===== config.mk =====
export PLATFORM = sky130hd
export DESIGN_NAME = fifo_wr_arbiter_flat
export DESIGN_NICKNAME = d
export VERILOG_FILES = /design/src/rtl/fifo_arb_pkg.sv /design/src/rtl/fifo_wr_arbiter_if.sv /design/src/rtl/fifo_wr_arbiter_rr_pick.sv /design/src/rtl/fifo_wr_arbiter.sv /design/src/flat_wrapper.sv
export SDC_FILE = /design/constraint.sdc
export NUM_CORES = 1
export LEC_CHECK = 0
export CAP_MARGIN = 20
export CORE_MARGIN = 2
export CORE_UTILIZATION = 32
export DETAILED_ROUTE_END_ITERATION = 6
export PLACE_DENSITY_LB_ADDON = 0.15
export SLEW_MARGIN = 5
export SYNTH_ARGS = -nofsm -noshare
export SYNTH_HDL_FRONTEND = slang
export SYNTH_SLANG_ARGS = --single-unit

===== constraint.sdc =====
create_clock -name w_clk -period 1.8 [get_ports w_clk]
set_input_delay 0.54 -clock w_clk [delete_from_list [all_inputs] [get_ports w_clk]]
set_output_delay 0.54 -clock w_clk [all_outputs]
set_load 0.05 [all_outputs]

===== src/rtl/fifo_arb_pkg.sv =====
// Shared types and width helpers for the FIFO write-port arbiter.
// Pure declarations: no latency, no flow control.
package fifo_arb_pkg;

  typedef enum logic {IDLE, BURST} arb_state_t;

  // Requester index width; a single requester still needs one bit.
  function automatic int idx_w(input int num_req);
    return (num_req > 1) ? $clog2(num_req) : 1;
  endfunction

  // Beat counter must be able to hold MAX_BURST itself.
  function automatic int cnt_w(input int max_burst);
    return $clog2(max_burst + 1);
  endfunction

endpackage


===== src/rtl/fifo_wr_arbiter_if.sv =====
// Requester-side and FIFO-write-side signals of the arbiter, bundled.
// master = arbiter view; slave = producers/FIFO environment view.
interface fifo_wr_arbiter_if
  import fifo_arb_pkg::*;
#(
  parameter int DATA_WIDTH = 8,
  parameter int NUM_REQ    = 4
);
  localparam int IDX_W = idx_w(NUM_REQ);

  logic [NUM_REQ-1:0]            req_valid;
  logic [NUM_REQ*DATA_WIDTH-1:0] req_data;
  logic [NUM_REQ-1:0]            req_last;
  logic [NUM_REQ-1:0]            req_ready;
  logic                          w_en;
  logic [DATA_WIDTH-1:0]         data_in;
  logic                          full;
  logic                          write_error;
  logic [IDX_W-1:0]              grant_id;
  logic                          busy;
  logic                          err_sticky;

  modport master (
    input  req_valid, req_data, req_last, full, write_error,
    output req_ready, w_en, data_in, grant_id, busy, err_sticky
  );

  modport slave (
    output req_valid, req_data, req_last, full, write_error,
    input  req_ready, w_en, data_in, grant_id, busy, err_sticky
  );

endinterface


===== src/rtl/fifo_wr_arbiter_rr_pick.sv =====
// Combinational round-robin pick: first set bit of req at or after rr_ptr, wrapping.
// Zero latency; idx is meaningless when found is low.
module rr_pick #(
  parameter int NUM_REQ = 4,
  parameter int IDX_W   = 2
) (
  input  logic [NUM_REQ-1:0] req,
  input  logic [IDX_W-1:0]   rr_ptr,
  output logic               found,
  output logic [IDX_W-1:0]   idx
);

  int cand;

  // Scan farthest-first so the nearest candidate to rr_ptr is written last.
  always_comb begin
    found = |req;
    idx   = rr_ptr;
    cand  = 0;
    for (int k = NUM_REQ - 1; k >= 0; k--) begin
      cand = int'(rr_ptr) + k;
      if (cand >= NUM_REQ) cand = cand - NUM_REQ;
      if (req[cand]) idx = IDX_W'(cand);
    end
  end

endmodule


===== src/rtl/fifo_wr_arbiter.sv =====
// Round-robin burst arbiter for the FIFO write port; data_in/w_en are zero-latency muxes.
// One IDLE cycle between bursts; full stalls the granted requester without losing the grant.
module fifo_wr_arbiter
  import fifo_arb_pkg::*;
#(
  parameter int DATA_WIDTH = 8,
  parameter int NUM_REQ    = 4,
  parameter int MAX_BURST  = 4
) (
  input  logic               w_clk,
  input  logic               wrst_n,
  fifo_wr_arbiter_if.master  bus
);

  localparam int IDX_W = idx_w(NUM_REQ);
  localparam int CNT_W = cnt_w(MAX_BURST);

  arb_state_t       state, state_nxt;
  logic [IDX_W-1:0] rr_ptr, rr_ptr_nxt;
  logic [IDX_W-1:0] grant_id, grant_nxt;
  logic [CNT_W-1:0] beat_cnt, cnt_nxt;
  logic             err_sticky;

  logic             pick_found;
  logic [IDX_W-1:0] pick_idx;
  logic             g_valid, g_last, in_burst;
  logic [IDX_W-1:0] ptr_after;

  rr_pick #(.NUM_REQ(NUM_REQ), .IDX_W(IDX_W)) u_pick (
    .req    (bus.req_valid),
    .rr_ptr (rr_ptr),
    .found  (pick_found),
    .idx    (pick_idx)
  );

  assign g_valid   = bus.req_valid[grant_id];
  assign g_last    = bus.req_last[grant_id];
  assign ptr_after = (grant_id == IDX_W'(NUM_REQ - 1)) ? '0 : grant_id + 1'b1;
  assign in_burst  = wrst_n && (state == BURST);

  always_comb begin
    state_nxt  = state;
    rr_ptr_nxt = rr_ptr;
    grant_nxt  = grant_id;
    cnt_nxt    = beat_cnt;
    case (state)
      IDLE: begin
        if (pick_found) begin
          state_nxt = BURST;
          grant_nxt = pick_idx;
          cnt_nxt   = '0;
        end
      end
      BURST: begin
        if (!g_valid) begin
          state_nxt  = IDLE;
          rr_ptr_nxt = ptr_after;
        end else if (!bus.full) begin
          cnt_nxt = beat_cnt + 1'b1;
          if (g_last || beat_cnt == CNT_W'(MAX_BURST - 1)) begin
            state_nxt  = IDLE;
            rr_ptr_nxt = ptr_after;
          end
        end
      end
      default: state_nxt = IDLE;
    endcase
  end

  // Outputs are gated by wrst_n so they drop the instant reset asserts.
  always_comb begin
    bus.req_ready = '0;
    bus.w_en      = 1'b0;
    bus.data_in   = '0;
    if (in_burst) begin
      bus.req_ready[grant_id] = !bus.full;
      bus.w_en                = g_valid && !bus.full;
      bus.data_in             = bus.req_data[grant_id*DATA_WIDTH +: DATA_WIDTH];
    end
  end

  assign bus.busy       = in_burst;
  assign bus.grant_id   = grant_id;
  assign bus.err_sticky = err_sticky;

  always_ff @(posedge w_clk or negedge wrst_n) begin
    if (!wrst_n) begin
      state      <= IDLE;
      rr_ptr     <= '0;
      grant_id   <= '0;
      beat_cnt   <= '0;
      err_sticky <= 1'b0;
    end else begin
      state      <= state_nxt;
      rr_ptr     <= rr_ptr_nxt;
      grant_id   <= grant_nxt;
      beat_cnt   <= cnt_nxt;
      err_sticky <= err_sticky | bus.write_error;
    end
  end

endmodule


===== src/flat_wrapper.sv =====
// flat-port wrapper written by rule: the top's interface ports become plain ports
module fifo_wr_arbiter_flat import fifo_arb_pkg::*;
#(
  parameter int DATA_WIDTH = 8,
  parameter int NUM_REQ    = 4,
  parameter int MAX_BURST  = 4
)
  (w_clk, wrst_n, bus_req_valid, bus_req_data, bus_req_last, bus_full, bus_write_error, bus_req_ready, bus_w_en, bus_data_in, bus_grant_id, bus_busy, bus_err_sticky);
  fifo_wr_arbiter_if #(.DATA_WIDTH(DATA_WIDTH), .NUM_REQ(NUM_REQ)) bus_i ();
  input  logic w_clk;
  input  logic wrst_n;
  input wire logic [$bits(bus_i.req_valid)-1:0] bus_req_valid;
  input wire logic [$bits(bus_i.req_data)-1:0] bus_req_data;
  input wire logic [$bits(bus_i.req_last)-1:0] bus_req_last;
  input wire logic [$bits(bus_i.full)-1:0] bus_full;
  input wire logic [$bits(bus_i.write_error)-1:0] bus_write_error;
  output wire logic [$bits(bus_i.req_ready)-1:0] bus_req_ready;
  output wire logic [$bits(bus_i.w_en)-1:0] bus_w_en;
  output wire logic [$bits(bus_i.data_in)-1:0] bus_data_in;
  output wire logic [$bits(bus_i.grant_id)-1:0] bus_grant_id;
  output wire logic [$bits(bus_i.busy)-1:0] bus_busy;
  output wire logic [$bits(bus_i.err_sticky)-1:0] bus_err_sticky;
  assign bus_i.req_valid = bus_req_valid;
  assign bus_i.req_data = bus_req_data;
  assign bus_i.req_last = bus_req_last;
  assign bus_i.full = bus_full;
  assign bus_i.write_error = bus_write_error;
  assign bus_req_ready = bus_i.req_ready;
  assign bus_w_en = bus_i.w_en;
  assign bus_data_in = bus_i.data_in;
  assign bus_grant_id = bus_i.grant_id;
  assign bus_busy = bus_i.busy;
  assign bus_err_sticky = bus_i.err_sticky;
  fifo_wr_arbiter #(.DATA_WIDTH(DATA_WIDTH), .NUM_REQ(NUM_REQ), .MAX_BURST(MAX_BURST)) u_core (.w_clk(w_clk), .wrst_n(wrst_n), .bus(bus_i));
endmodule

==> flow_metrics.py, run 1 <==
metrics = {
    "route": {
        "vias_per_cell": 5.126,
        "drtIter0Drc": 34,
        "wirelength_mm": 3.528,
        "vias": 1061,
        "wire_per_inst_um": 17.04,
        "ant_nets": 0,
        "drc": 0,
        "firstDrtPassIters": 4,
    },
    "cells_and_area": {
        "fillers": 210,
        "syn2layout_area_growth_pct": 122.4,
        "final_cell_mix": "36 x dlygate4sd2_1, 20 x buf_4, 17 x buf_12",
        "fin_nets": 227,
        "final_common_cell": "dlygate4sd2_1",
        "drive_gt1_share_pct": 53.98,
        "fin_cells": 207,
        "diodes": 0,
    },
    "placed_design": {
        "dp_hpwl_mm": 2.470,
        "placed_cells": 191,
        "io_buffers": 60,
        "routabilityCongestion": 0.7981,
    },
    "global_route": {
        "grt_remaining_overflow": 0,
        "grt_usage_pct": 20.81,
        "grt_max_degree": 11,
        "grt_first_pass_wirelength_mm": 5.257,
        "antenna_found_initial": 0,
        "grt_pass1_vias": 1070,
    },
    "sta": {
        "slew_viol_final": 0,
        "fmax_mhz": 460.9,
        "fin_skew_ns": 0.01229,
        "worst_pin_slew_ns": 0.3159,
        "rsz0062_at_grt": "true",
        "fin_ws_ns": -0.3698,
        "timing.hold.ws_ns": 0.2199,
        "setup_tns_ns": -3.852,
        "fin_crit_ns": 2.170,
        "hold_viol_final": 0,
        "min_period_over_period_pct": 120.5,
        "max_slew_margin_pct": 78.34,
        "setup_violations": 14,
    },
    "critical_path": {
        "rr_startpoint": "u_core.bus.grant_id[0]",
        "critPathCapture": "bus_w_en",
        "critPathLaunch": "u_core.bus.grant_id[0]",
        "path_class": "reg2out",
        "reg2reg_slack_ns": 0.04,
        "ff2ff_path_depth": 7,
        "crit_required_ns": 1.26,
        "reg2reg_to": "u_core.rr_ptr[0]",
        "worstPathMaxFanout": 4,
        "end_kind": "output port",
        "cp.arrival_ns": 1.63,
        "start_kind": "flop",
    },
    "clock_tree": {
        "htreeDepth": 1,
        "clockBufferDepth": 2,
        "cts_buffers": 3,
        "clock_latency_ns": 0.27,
        "cts_root_buffer": "clkbuf_4",
        "clk_pin_slew_ns": 0.07,
        "cts_tree": "yes",
        "cts.sinks": 9,
    },
    "logic_synthesis": {
        "syn_area_um2": 930.9,
        "yosysUniqueCellTypes": 29,
        "synth_fp_nets": 137,
        "syn_avg_cell_area_um2": 10.70,
        "ys_ff_latch": 9,
        "synth_cells": 87,
        "yosys_warnings": 0,
        "synth-seq-area-share_pct": 24.19,
    },
    "die": {
        "core-area_um2": 2758,
        "start_util_pct": 33.76,
        "io_pins": 61,
        "die_height_um": 57.94,
        "rows": 19,
        "dieWidth_um": 57.94,
        "dieArea_um2": 3356,
    },
    "hold_path": {
        "worstHoldPathType": "in2async",
    },
    "power": {
        "total_power_mw": 2.904,
        "p_leak_nw": 0.9395,
        "ir_drop_mv": 0.9982,
        "powerDensity_nw_per_um2": 1402,
    },
    "status": {
        "failed_checks": "negative setup slack",
        "status": "finished with violations",
    },
    "flow_run": {
        "maxCapViolations": 0,
    },
}
[worst max-delay path, stage by stage, from the launching register on]
cell and delay, ns:
dfrtp_2 0.45, buf_6 0.13, buf_6 0.11, mux4_2 0.26, inv_2 0.06, nor3_4 0.17, buf_12 0.17
[cell type report]
class                           instances  area (µm²)  share of cell area [%]
Timing Repair inverter                  1       7.507                  0.3625
Tap cell                               31       38.79                   1.873
Clock inverter                          1       5.005                  0.2417
Sequential cell                         9       227.7                   11.00
Multi-Input combinational cell         69       788.3                   38.07
Clock buffer                            3       22.52                   1.088
Inverter                                6       31.28                   1.511
Timing Repair Buffer                   87       949.7                   45.86
[power by group]
part / switching, mW / total, mW / leakage (nW) / internal, mW
logic: 1.08 / 2.36 / 0.816 / 1.28
clock network: 0.0760 / 0.158 / 0.0177 / 0.0820
registers: 0.102 / 0.384 / 0.106 / 0.282
total: 1.26 / 2.90 / 0.940 / 1.64
[metrics by stage]
| step | setup slack (ns) | instance area, µm² | util (%) |
|---|---|---|---|
| detailed placement | -0.5399 | 1847 | 66.97 |
| floorplan | -0.2283 | 955.9 | - |
| global placement | -0.5213 | 1847 | 66.97 |
| CTS | -0.3802 | 2008 | 72.82 |
| finish | -0.3698 | 2071 | 75.09 |
| global route | -0.4231 | 2071 | 75.09 |
[cells in the mapped netlist (all sizes together)]
library cell	count	area share, %
nand2	5	2.0
and2	12	8.1
mux2	2	2.4
buf	2	1.7
or2	2	1.3
mux4	9	25
nor2	5	2.0
o21ai	4	2.6
a21oi	2	1.1
o221ai	1	0.94
o211ai	1	0.81
a211oi	1	0.81
dfrtp	9	24
a2bb2oi	1	0.94
nand2b	2	1.3
nor4	1	0.67
a221oi	1	1.6
o31ai	1	0.81
mux2i	5	5.4
clkbuf	1	0.40
o21a	1	0.81
inv	6	2.4
ha	6	8.1
nor3	3	1.6
nor2b	3	2.0
xor2	1	0.94
[flip-flops by register name, summed over array words and instances, names as in the netlist]
signal	count
u_core.bus.err_sticky	1
u_core.bus.grant_id	2
u_core.state	1
u_core.rr_ptr	2
u_core.beat_cnt	3
[kinds of logic after synthesis]
family,count (synthesis),share of synthesized area [%]
AO/OA/AOI/OAI,13,10.35
XOR/XNOR,1,0.9410
flip-flops,9,24.19
multiplexers,16,32.80
adder cells (fa/ha/maj),6,8.064
AND/OR/NAND/NOR,33,19.09
buffers and inverters,9,4.569
[metal layers]
metal  GRT usage [%]  wire (µm)  up-vias
li1                -          -      497
met1           23.94       1287      509
met2           39.12       1902       50
met3           3.125        286        5
met4           6.645         51        0
met5               0          0        -
[worst min path at each step]
stage | end | start | slack [ns]
after floorplan | u_core.beat_cnt[0] | wrst_n | 0.24
after global placement | u_core.bus.err_sticky | u_core.bus.err_sticky | 0.45
after detailed placement | u_core.bus.err_sticky | u_core.bus.err_sticky | 0.47
after CTS | u_core.state | wrst_n | 0.22
after global routing | u_core.state | wrst_n | 0.23
final | u_core.state | wrst_n | 0.22
[repair_timing]
item | 4_1_cts | 5_1_grt
endpoints found under the setup margin | 18 | 18
pin swaps | 15 | 7
cloned | 1 | 0
hold buffers | 0 | 0
resized for setup | 66 | 15
setup buffers | 11 | 3
Power figures use the tool's default switching activity.
==> run 2, diff against run 1 <==
--- a/config.mk
+++ b/config.mk
@@ -6,6 +6,7 @@
 export NUM_CORES = 1
 export LEC_CHECK = 0
 export CAP_MARGIN = 20
+export CORE_ASPECT_RATIO = 0.6
 export CORE_MARGIN = 2
 export CORE_UTILIZATION = 32
 export DETAILED_ROUTE_END_ITERATION = 6
==> run 2 against run 1 <==
Net effect: the flow still finishes with violations (negative setup slack); worst hold slack improved by 0.13 ns; clock power up 54%; sequential power down 3%; clock skew shrank 0.0084 ns; final area shrank 0.36%; total power down 0.78%; register-to-register slack worse by 0.02 ns; die area rose by 0.43%; via count down 1.8%; utilization decreased by 1.8 points; non-clock buffer count fell by 5; first-iteration DRC count rose by 5.9%; critical endpoint is now bus_data_in[5]; largest cell class unchanged; largest power group unchanged; highest routed layer unchanged.
==> flow_metrics.py, run 2 (same netlist as run 1, synthesis figures left out) <==
metrics = {
    "cells_and_area": {
        "diodes": 0,
        "drive_gt1_share_pct": 49.71,
        "fin_nets": 222,
        "largestRegisters": "u_core.beat_cnt (3), u_core.bus.grant_id (2), u_core.rr_ptr (2)",
        "fillers": 205,
        "largest_reg_flops": 3,
        "syn2layout_area_growth_pct": 121.6,
        "final_cell_mix": "29 x dlygate4sd2_1, 18 x buf_12, 14 x buf_4",
        "fin_util_pct": 73.29,
        "final_area_um2": 2063,
        "final_common_cell": "dlygate4sd2_1",
        "top_register": "u_core.beat_cnt",
    },
    "route": {
        "vias_per_cell": 5.083,
        "vias": 1042,
        "firstDrtPassIters": 4,
        "drtIter0Drc": 36,
        "ant_nets": 0,
        "drc": 0,
        "wire_per_inst_um": 16.99,
        "wirelength_mm": 3.482,
    },
    "global_route": {
        "grt_usage_pct": 21.80,
        "grt_first_pass_wirelength_mm": 5.250,
        "grt_remaining_overflow": 0,
        "grt_pass1_vias": 1073,
        "grt_max_degree": 10,
        "antenna_found_initial": 0,
    },
    "critical_path": {
        "reg2reg_slack_ns": 0.02,
        "cpMaxStageDelayCell": "mux4_2",
        "path_buf_inv": 2,
        "reg2reg_to": "u_core.rr_ptr[0]",
        "crit_required_ns": 1.26,
        "worstPathMaxFanout": 3,
        "rr_startpoint": "u_core.bus.grant_id[0]",
        "path_class": "reg2out",
        "start_kind": "flop",
        "critical_path.max_stage_delay_ns": 0.50,
        "crit_family": "multiplexers",
        "end_kind": "output port",
        "crit_chain": "buf_4 -> mux4_2 -> and2_4 -> buf_12",
        "cp.arrival_ns": 1.58,
        "ff2ff_path_depth": 6,
    },
    "placed_design": {
        "io_buffers": 60,
        "dp_hpwl_mm": 2.579,
        "dpl-instance-area_um2": 1876,
        "routabilityCongestion": 0.8697,
    },
    "die": {
        "rows": 15,
        "dieWidth_um": 73.63,
        "io_pins": 61,
        "core-area_um2": 2815,
        "dieArea_um2": 3371,
        "start_util_pct": 33.07,
        "die_height_um": 45.78,
    },
    "power": {
        "p_int_mw": 1.646,
        "p_clk_share_pct": 8.5,
        "p_leak_nw": 0.9371,
        "switching_share_pct": 42.87,
        "ir_drop_mv": 0.6738,
        "powerDensity_nw_per_um2": 1396,
        "comb_power_share_pct": 78.6,
        "seqPwrFrac_pct": 12.9,
        "p_sw_mw": 1.235,
    },
    "sta": {
        "setup_violations": 14,
        "worst_pin_slew_ns": 0.4655,
        "rsz0062_at_grt": "true",
        "max_slew_margin_pct": 68.68,
        "min_period_over_period_pct": 117.6,
        "fin_skew_ns": 0.003885,
        "slew_viol_final": 0,
        "fin_ws_ns": -0.3164,
        "fin_crit_ns": 2.116,
        "fmax_mhz": 472.5,
        "hold_viol_final": 0,
    },
    "hold_path": {
        "worstHoldPathType": "in2async",
    },
    "clock_tree": {
        "cts_tree": "yes",
        "cts_buffers": 3,
        "cts.sinks": 9,
        "clk_pin_slew_ns": 0.05,
        "clock_latency_ns": 0.24,
        "cts_root_buffer": "clkbuf_8",
        "cts_hold_buffers": 0,
        "clockBufferDepth": 2,
        "htreeDepth": 1,
    },
    "flow_run": {
        "maxCapViolations": 0,
    },
    "status": {
        "status": "finished with violations",
        "failed_checks": "negative setup slack",
    },
}
==> run 2: cell types whose count changed in the layout (fill, tap and decap cells not counted), sizes merged <==
| cell | before | now |
|---|---|---|
| dlygate4sd2 | 36 | 29 |
| clkdlybuf4s50 | 5 | 3 |
| buf | 45 | 39 |
| dlymetal6s2s | 0 | 2 |
| clkinv | 1 | 0 |
| clkbuf | 3 | 4 |
| clkdlybuf4s15 | 1 | 9 |
==> run 2: routing by layer <==
metal	track usage (%)	wire, µm
met5	0	0
met4	5.818	54
met2	37.32	1778
met3	5.088	221
met1	28.16	1427
==> run 2: worst max-delay path by stage <==
stage                                      start               end  slack, ns  cells past startpoint
final                     u_core.bus.grant_id[0]    bus_data_in[5]      -0.32                      4
after floorplan           u_core.bus.grant_id[0]    bus_data_in[0]      -0.23                      3
after global placement                    wrst_n  bus_req_ready[3]      -0.54                      5
after global routing      u_core.bus.grant_id[0]    bus_data_in[0]      -0.35                      4
after detailed placement                  wrst_n  bus_req_ready[1]      -0.54                      5
after CTS                 u_core.bus.grant_id[0]    bus_data_in[0]      -0.31                      4
==> run 2: cell type report <==
| class | count | area (µm²) | area share, % |
|---|---|---|---|
| Clock buffer | 4 | 45.04 | 2.183 |
| Inverter | 6 | 31.28 | 1.516 |
| Multi-Input combinational cell | 69 | 764.5 | 37.05 |
| Sequential cell | 9 | 227.7 | 11.04 |
| Tap cell | 34 | 42.54 | 2.062 |
| Timing Repair Buffer | 82 | 944.7 | 45.79 |
| Timing Repair inverter | 1 | 7.507 | 0.3639 |
==> run 2: what timing repair did <==
action                     4_1_cts  5_1_grt
setup endpoints to repair       21       18
resized for setup               66       17
pin swaps                       10        5
cloned                           1        0
setup buffers                    8        3
==> run 2: power by group through the flow <==
stage / registers [mW] / logic, mW / clock network, mW
finish: 0.371 / 2.27 / 0.244
CTS: 0.366 / 2.18 / 0.246
global route: 0.378 / 2.38 / 0.260
floorplan: 0.454 / 0.999 / 0
global placement: 0.400 / 1.83 / 0
detailed placement: 0.407 / 1.87 / 0
==> run 2: per-stage QoR <==
stage / hold WS (ns) / setup TNS (ns) / std cells / power [mW] / worst slack, ns
floorplan: 0.2444 / -1.875 / 87 / 1.453 / -0.2283
global placement: 0.5010 / -8.902 / 194 / 2.229 / -0.5414
detailed placement: 0.5267 / -9.346 / 194 / 2.281 / -0.5398
CTS: 0.3570 / -3.550 / 207 / 2.788 / -0.3070
global route: 0.3674 / -4.042 / 205 / 3.022 / -0.3491
finish: 0.3545 / -3.535 / 205 / 2.881 / -0.3164
